## src/rtl/nfa_report_collector.sv

```systemverilog
// nfa_report_collector
//   Collects per-cycle report vectors from an automata cluster. It timestamps
//   each non-zero vector with the offset of the symbol that produced it, then
//   buffers the records in a small FIFO. The records are presented on a
//   valid/ready stream. Records lost to back-pressure set a sticky overflow flag.
//
// Ports
//   clk_i          clock, rising edge
//   reset_i        asynchronous active-high reset (shared with the cluster)
//   run_i          symbol-advance strobe (same signal as the cluster's run)
//   flush_i        synchronous clear of offset, FIFO and flags
//   report_vec_i   cluster report outputs (registered inside the STEs)
//   out_valid_o    head record valid
//   out_ready_i    consumer accepts the head record
//   out_mask_o     report bits of the head record
//   out_offset_o   symbol offset of the head record
//   fifo_count_o   current FIFO occupancy
//   overflow_o     sticky: at least one record was dropped
//   drop_count_o   saturating count of dropped records; this port exists only
//                  when NFA_REPORT_DROP_COUNT_EN is defined
//
// Build option
//   NFA_REPORT_DROP_COUNT_EN  adds drop_count_o. When it is undefined, only
//                             overflow_o reports loss.

module nfa_report_collector #(
  parameter int NUM_REPORTS = 4,
  parameter int OFFSET_W    = 32,
  parameter int FIFO_DEPTH  = 8
) (
  input  logic                          clk_i,
  input  logic                          reset_i,
  input  logic                          run_i,
  input  logic                          flush_i,
  input  logic [NUM_REPORTS-1:0]        report_vec_i,
  output logic                          out_valid_o,
  input  logic                          out_ready_i,
  output logic [NUM_REPORTS-1:0]        out_mask_o,
  output logic [OFFSET_W-1:0]           out_offset_o,
  output logic [$clog2(FIFO_DEPTH):0]   fifo_count_o,
`ifdef NFA_REPORT_DROP_COUNT_EN
  output logic [15:0]                   drop_count_o,
`endif
  output logic                          overflow_o
);

  localparam int AW = $clog2(FIFO_DEPTH);
  localparam int PW = AW + 1;

  logic [OFFSET_W-1:0]    offset_q, offset_d;
  logic                   run_dly_q, run_dly_d;
  logic [OFFSET_W-1:0]    offset_dly_q, offset_dly_d;
  logic [PW-1:0]          wr_ptr_q, wr_ptr_d;
  logic [PW-1:0]          rd_ptr_q, rd_ptr_d;
  logic                   overflow_q, overflow_d;
  logic [PW-1:0]          count;
  logic                   push, pop, full, wr_en, drop;

  logic [NUM_REPORTS-1:0] mask_mem_q [FIFO_DEPTH];
  logic [OFFSET_W-1:0]    off_mem_q  [FIFO_DEPTH];

  // The STE outputs lag the symbol by one cycle. A report seen now therefore
  // belongs to the symbol that was consumed on the previous run cycle.
  assign push  = run_dly_q && (|report_vec_i);
  assign count = wr_ptr_q - rd_ptr_q;
  assign full  = (count == PW'(FIFO_DEPTH));
  assign pop   = out_valid_o && out_ready_i;
  // When the FIFO is full, a push can still be accepted if a pop frees the
  // head slot on the same edge.
  assign wr_en = push && (!full || pop);
  assign drop  = push && full && !pop;

  always_comb begin
    offset_d     = offset_q;
    run_dly_d    = run_i;
    offset_dly_d = offset_q;
    wr_ptr_d     = wr_ptr_q;
    rd_ptr_d     = rd_ptr_q;
    overflow_d   = overflow_q;
    if (flush_i) begin
      offset_d     = '0;
      run_dly_d    = 1'b0;
      offset_dly_d = '0;
      wr_ptr_d     = '0;
      rd_ptr_d     = '0;
      overflow_d   = 1'b0;
    end else begin
      if (run_i) offset_d = offset_q + 1'b1;
      if (wr_en) wr_ptr_d = wr_ptr_q + 1'b1;
      if (pop)   rd_ptr_d = rd_ptr_q + 1'b1;
      if (drop)  overflow_d = 1'b1;
    end
  end

  always_ff @(posedge clk_i or posedge reset_i) begin
    if (reset_i) begin
      offset_q     <= '0;
      run_dly_q    <= 1'b0;
      offset_dly_q <= '0;
      wr_ptr_q     <= '0;
      rd_ptr_q     <= '0;
      overflow_q   <= 1'b0;
    end else begin
      offset_q     <= offset_d;
      run_dly_q    <= run_dly_d;
      offset_dly_q <= offset_dly_d;
      wr_ptr_q     <= wr_ptr_d;
      rd_ptr_q     <= rd_ptr_d;
      overflow_q   <= overflow_d;
    end
  end

  // The storage needs no reset because the outputs are masked while the
  // FIFO is empty.
  always_ff @(posedge clk_i) begin
    if (wr_en && !flush_i) begin
      mask_mem_q[wr_ptr_q[AW-1:0]] <= report_vec_i;
      off_mem_q[wr_ptr_q[AW-1:0]]  <= offset_dly_q;
    end
  end

`ifdef NFA_REPORT_DROP_COUNT_EN
  logic [15:0] drop_cnt_q, drop_cnt_d;

  always_comb begin
    drop_cnt_d = drop_cnt_q;
    if (flush_i)                            drop_cnt_d = '0;
    else if (drop && drop_cnt_q != 16'hFFFF) drop_cnt_d = drop_cnt_q + 16'd1;
  end

  always_ff @(posedge clk_i or posedge reset_i) begin
    if (reset_i) drop_cnt_q <= '0;
    else         drop_cnt_q <= drop_cnt_d;
  end

  assign drop_count_o = drop_cnt_q;
`endif

  assign out_valid_o  = (count != '0);
  assign out_mask_o   = out_valid_o ? mask_mem_q[rd_ptr_q[AW-1:0]] : '0;
  assign out_offset_o = out_valid_o ? off_mem_q[rd_ptr_q[AW-1:0]]  : '0;
  assign fifo_count_o = count;
  assign overflow_o   = overflow_q;

endmodule

```

## config.mk

```make
export PLATFORM = sky130hd
export DESIGN_NAME = nfa_report_collector
export DESIGN_NICKNAME = d
export VERILOG_FILES = /design/src/rtl/nfa_report_collector.sv
export SDC_FILE = /design/constraint.sdc
export NUM_CORES = 1
export LEC_CHECK = 0
export ABC_AREA = 1
export CELL_PAD_IN_SITES_DETAIL_PLACEMENT = 0
export CELL_PAD_IN_SITES_GLOBAL_PLACEMENT = 1
export CORE_MARGIN = 2
export CORE_UTILIZATION = 35
export DETAILED_ROUTE_END_ITERATION = 6
export DONT_BUFFER_PORTS = 1
export PLACE_DENSITY_LB_ADDON = 0.1
export SETUP_SLACK_MARGIN = 0.05
export SLEW_MARGIN = 20
export SYNTH_ARGS = -nofsm -noshare
export SYNTH_HDL_FRONTEND = slang
export SYNTH_SLANG_ARGS = --single-unit
```

## constraint.sdc

```tcl
create_clock -name clk_i -period 3.6 [get_ports clk_i]
set_input_delay 0.54 -clock clk_i [delete_from_list [all_inputs] [get_ports clk_i]]
set_output_delay 0.54 -clock clk_i [all_outputs]
set_load 0.005 [all_outputs]
```

==> key figures <==
Clock tree
  – H-tree Lvls: 2
  – Clock Tree Buf Depth: 3
  – TritonCTS clock tree: yes
  – Reg clk slew, reported paths: 0.06 ns
  – Num CTS Buffers: 41
  – Clk_lat worst skew: 0.56 ns
  – Postcts setup bufs: 0
  – Clock Sinks: roughly 360
  – CTS root buffer: clkbuf_16

Setup path
  – CP Cell Sequence: buf_16, inv_8, buf_12, buf_4, a21oi_1, a22oi_1, mux2i_1, nor2_2
  – Number of buffers and inverters on the critical path: 4
  – Setup CP Type: flip-flop to output pin
  – Biggest cell delay along the critical path: 0.50 ns
  – Endpoint class of the critical path: output pin
  – Critical Path Fanout Max: 148
  – Required time worst endpoint: 3.06 ns
  – CP top delay family: buffers and inverters
  – WP data arrival: approximately 2.9 ns
  – Slowest-stage cell, CP: dfrtp_4
  – Crit path launch type: flip-flop

Die
  – Die ar.: 44720 um2
  – Row cnt: 76
  – Die height: 211.5 um
  – I/O Pins: 51
  – Initial Util: 35.21%
  – Die Width: 211.5 um
  – Core area: approximately 43000 um2

STA
  – Final setup vio count: 0
  – Hold Vio Cnt, Final: 0
  – Final Skew: 0.01385 ns
  – FMAX: 0.2920 GHz
  – Hold WS: 0.02007 ns
  – Worst slew pin tran: 1.071 ns
  – Final Slew Violations: 0
  – Max-Slew Margin vs Limit: 28.57%
  – Fin crit share: a little over nine tenths
  – Crit path time final: ~3.4 ns
  – RSZ-0062 raised after global routing: no

Synthesis
  – Adder-Cell Fraction of Synth Area: less than 1%
  – Syn Area/Cell: 11.99 um2
  – Netlist cell types: 37
  – Post-synth EDFFs: roughly 290
  – Syn nets: 1272
  – Post-Synth Simple-Gate Area: 13.82%
  – Post-synthesis sequential area ratio: between 60% and 70%
  – Mux share of post-synthesis cell area: 2.392%
  – Post-synth top area share: a little under three fifths
  – Post-synthesis compound-gate area fraction: about a tenth
  – Warnings from Yosys: 0
  – Most frequent cell after synthesis: edfxtp_1
  – Largest area contributor in the netlist: edfxtp_1
  – Largest family of logic cells by synthesized area: simple AND/OR/NAND/NOR gates
  – Top cell types by occurrence after synthesis: edfxtp_1 (288), nand2_1 (253), a21oi_1 (159)
  – Ys flop type: edfxtp_1
  – Mapped Cells: roughly 1300
  – Synth top area cells: edfxtp_1 (57%), dfrtp_1 (12%), nand2_1 (6.3%)
  – Synth Area in XOR/XNOR: 0.4069%
  – Async SR Flop Fraction: 20.44%
  – Flops & latches, synth: roughly 360
  – Netlist Area Pre-Place: 15070 um2

Global routing
  – Vias in the first global route: roughly 9400
  – GR Util All Layers: 17.45%
  – Initial antenna violation count: 0
  – Largest net degree at the start of global routing: about 150
  – Global route total overflow: 0
  – First-pass GRT wire length: 57960 um

Final layout
  – Final net count: 1284
  – # diodes: 0
  – Share of post-route cells with drive strength above 1: between 10% and 20%
  – Area grow syn2layout: 14.12%
  – Final core occ: 40.18%
  – Layout fillers: 4098

Drt
  – DR vias/cell: 5.049
  – DRT Pass-1 Iters: 5
  – DRT antenna net count: 0
  – Total wire length: 38100 um
  – DRC: 0
  – Initial DRC Count: 598
  – Vias: 9325
  – Avg WL per Cell: 20.63 um

Power
  – Leak pwr: 6.642 nW
  – Cell Pwr Density: 683.6 nW/um2
  – Worst vdd ir: 0.6168 mV

Placed design
  – I/O Buffers: 0
  – Final HPWL DP: 22490 um
  – GP Congestion: 0.7471

Outcome
  – Status: finished, final reports clean

Worst hold path
  – Hold Path Class: input pin to asynchronous set/reset pin

Run
  – Max-Cap Viols: 0
-- power breakdown --
| group | switching [mW] | internal (mW) | total [mW] | leakage, nW |
|---|---|---|---|---|
| logic | 2.07 | 0.903 | 2.97 | 2.27 |
| clock network | 1.65 | 2.57 | 4.23 | 0.669 |
| registers | 0.0268 | 4.53 | 4.56 | 3.70 |
-- cell usage in the layout, fill, tap and decap left out, drive strengths merged --
cell type,n
nor3,13
buf,33
xnor2,2
nand4,15
mux2i,36
nor3b,1
o21ai,10
nor4,2
inv,58
nand2,257
clkbuf,57
a22oi,72
bufinv,4
fa,1
nand3b,2
ha,6
clkinvlp,1
nor2,148
xor2,5
a21oi,159
o21a,1
nand3,38
edfxtp,288
clkinv,15
a31oi,2
dfrtp,74
a21boi,1
-- registers in the layout (all words and copies together), names as in the netlist --
register,flops
rd_ptr_q,4
mask_mem_q,32
overflow_o,1
wr_ptr_q,4
off_mem_q,256
offset_dly_q,32
run_dly_q,1
offset_q,32
-- cell type report --
type	count	area, um2	share of cell area, %
sequential	362	10510	61.10
multi-input combinational	771	4073	23.69
clock buffer	57	1180	6.863
tap	546	683.2	3.974
timing repair buffer	33	317.8	1.848
inverter	59	242.7	1.412
clock inverter	19	191.4	1.113
-- cell families after synthesis --
kind of cell | Yosys count
adders and majority gates | 7
and+or+nand+nor | 476
DFF | 362
muxes | 36
buffers and inverters | 123
AOI/OAI and AO/OA | 245
xor gates and xnor gates | 7
-- path summary, 6_finish.rpt --
kind                       slack, ns    startpoint  cells past startpoint          endpoint
min                             0.02       reset_i                      1      offset_q[31]
max                             0.18   rd_ptr_q[0]                      8  out_offset_o[18]
max in group asynchronous       2.83       reset_i                      2  offset_dly_q[21]
min reg2reg                     0.51  offset_q[31]                      2      offset_q[31]
min in group clk_i              0.05       flush_i                      1        overflow_o
max reg2reg                     0.46   wr_ptr_q[0]                     11   off_mem_q[7][3]
-- routing by layer --
layer  vias to the layer above  share of wire, %  GRT usage, %  wire (um)
li1                       4477                 -             -          -
met1                      4653                48         24.62      18100
met2                       153                46         27.63      17690
met3                        42               4.5         3.723       1709
met4                         0               1.6         4.128        603
met5                         -                 0             0          0
-- per-stage QoR --
stage	area, um2	setup WS, ns	cells	power [mW]	setup TNS [ns]
finish	17190	0.1752	1847	11.75	0
floorplan	15070	-0.1072	1256	6.854	-30.73
global placement	15800	0.5261	1771	7.656	0
global route	17190	0.03567	1847	12.41	0
CTS	17170	0.09572	1847	11.92	0
detailed placement	15800	0.4846	1771	7.656	0
-- timing repair --
action                     in CTS  in global routing
hold buffers                    0                  0
resized for setup               1                  5
setup endpoints to repair      29                 36
Note: power is estimated with default switching activity, not from simulation.
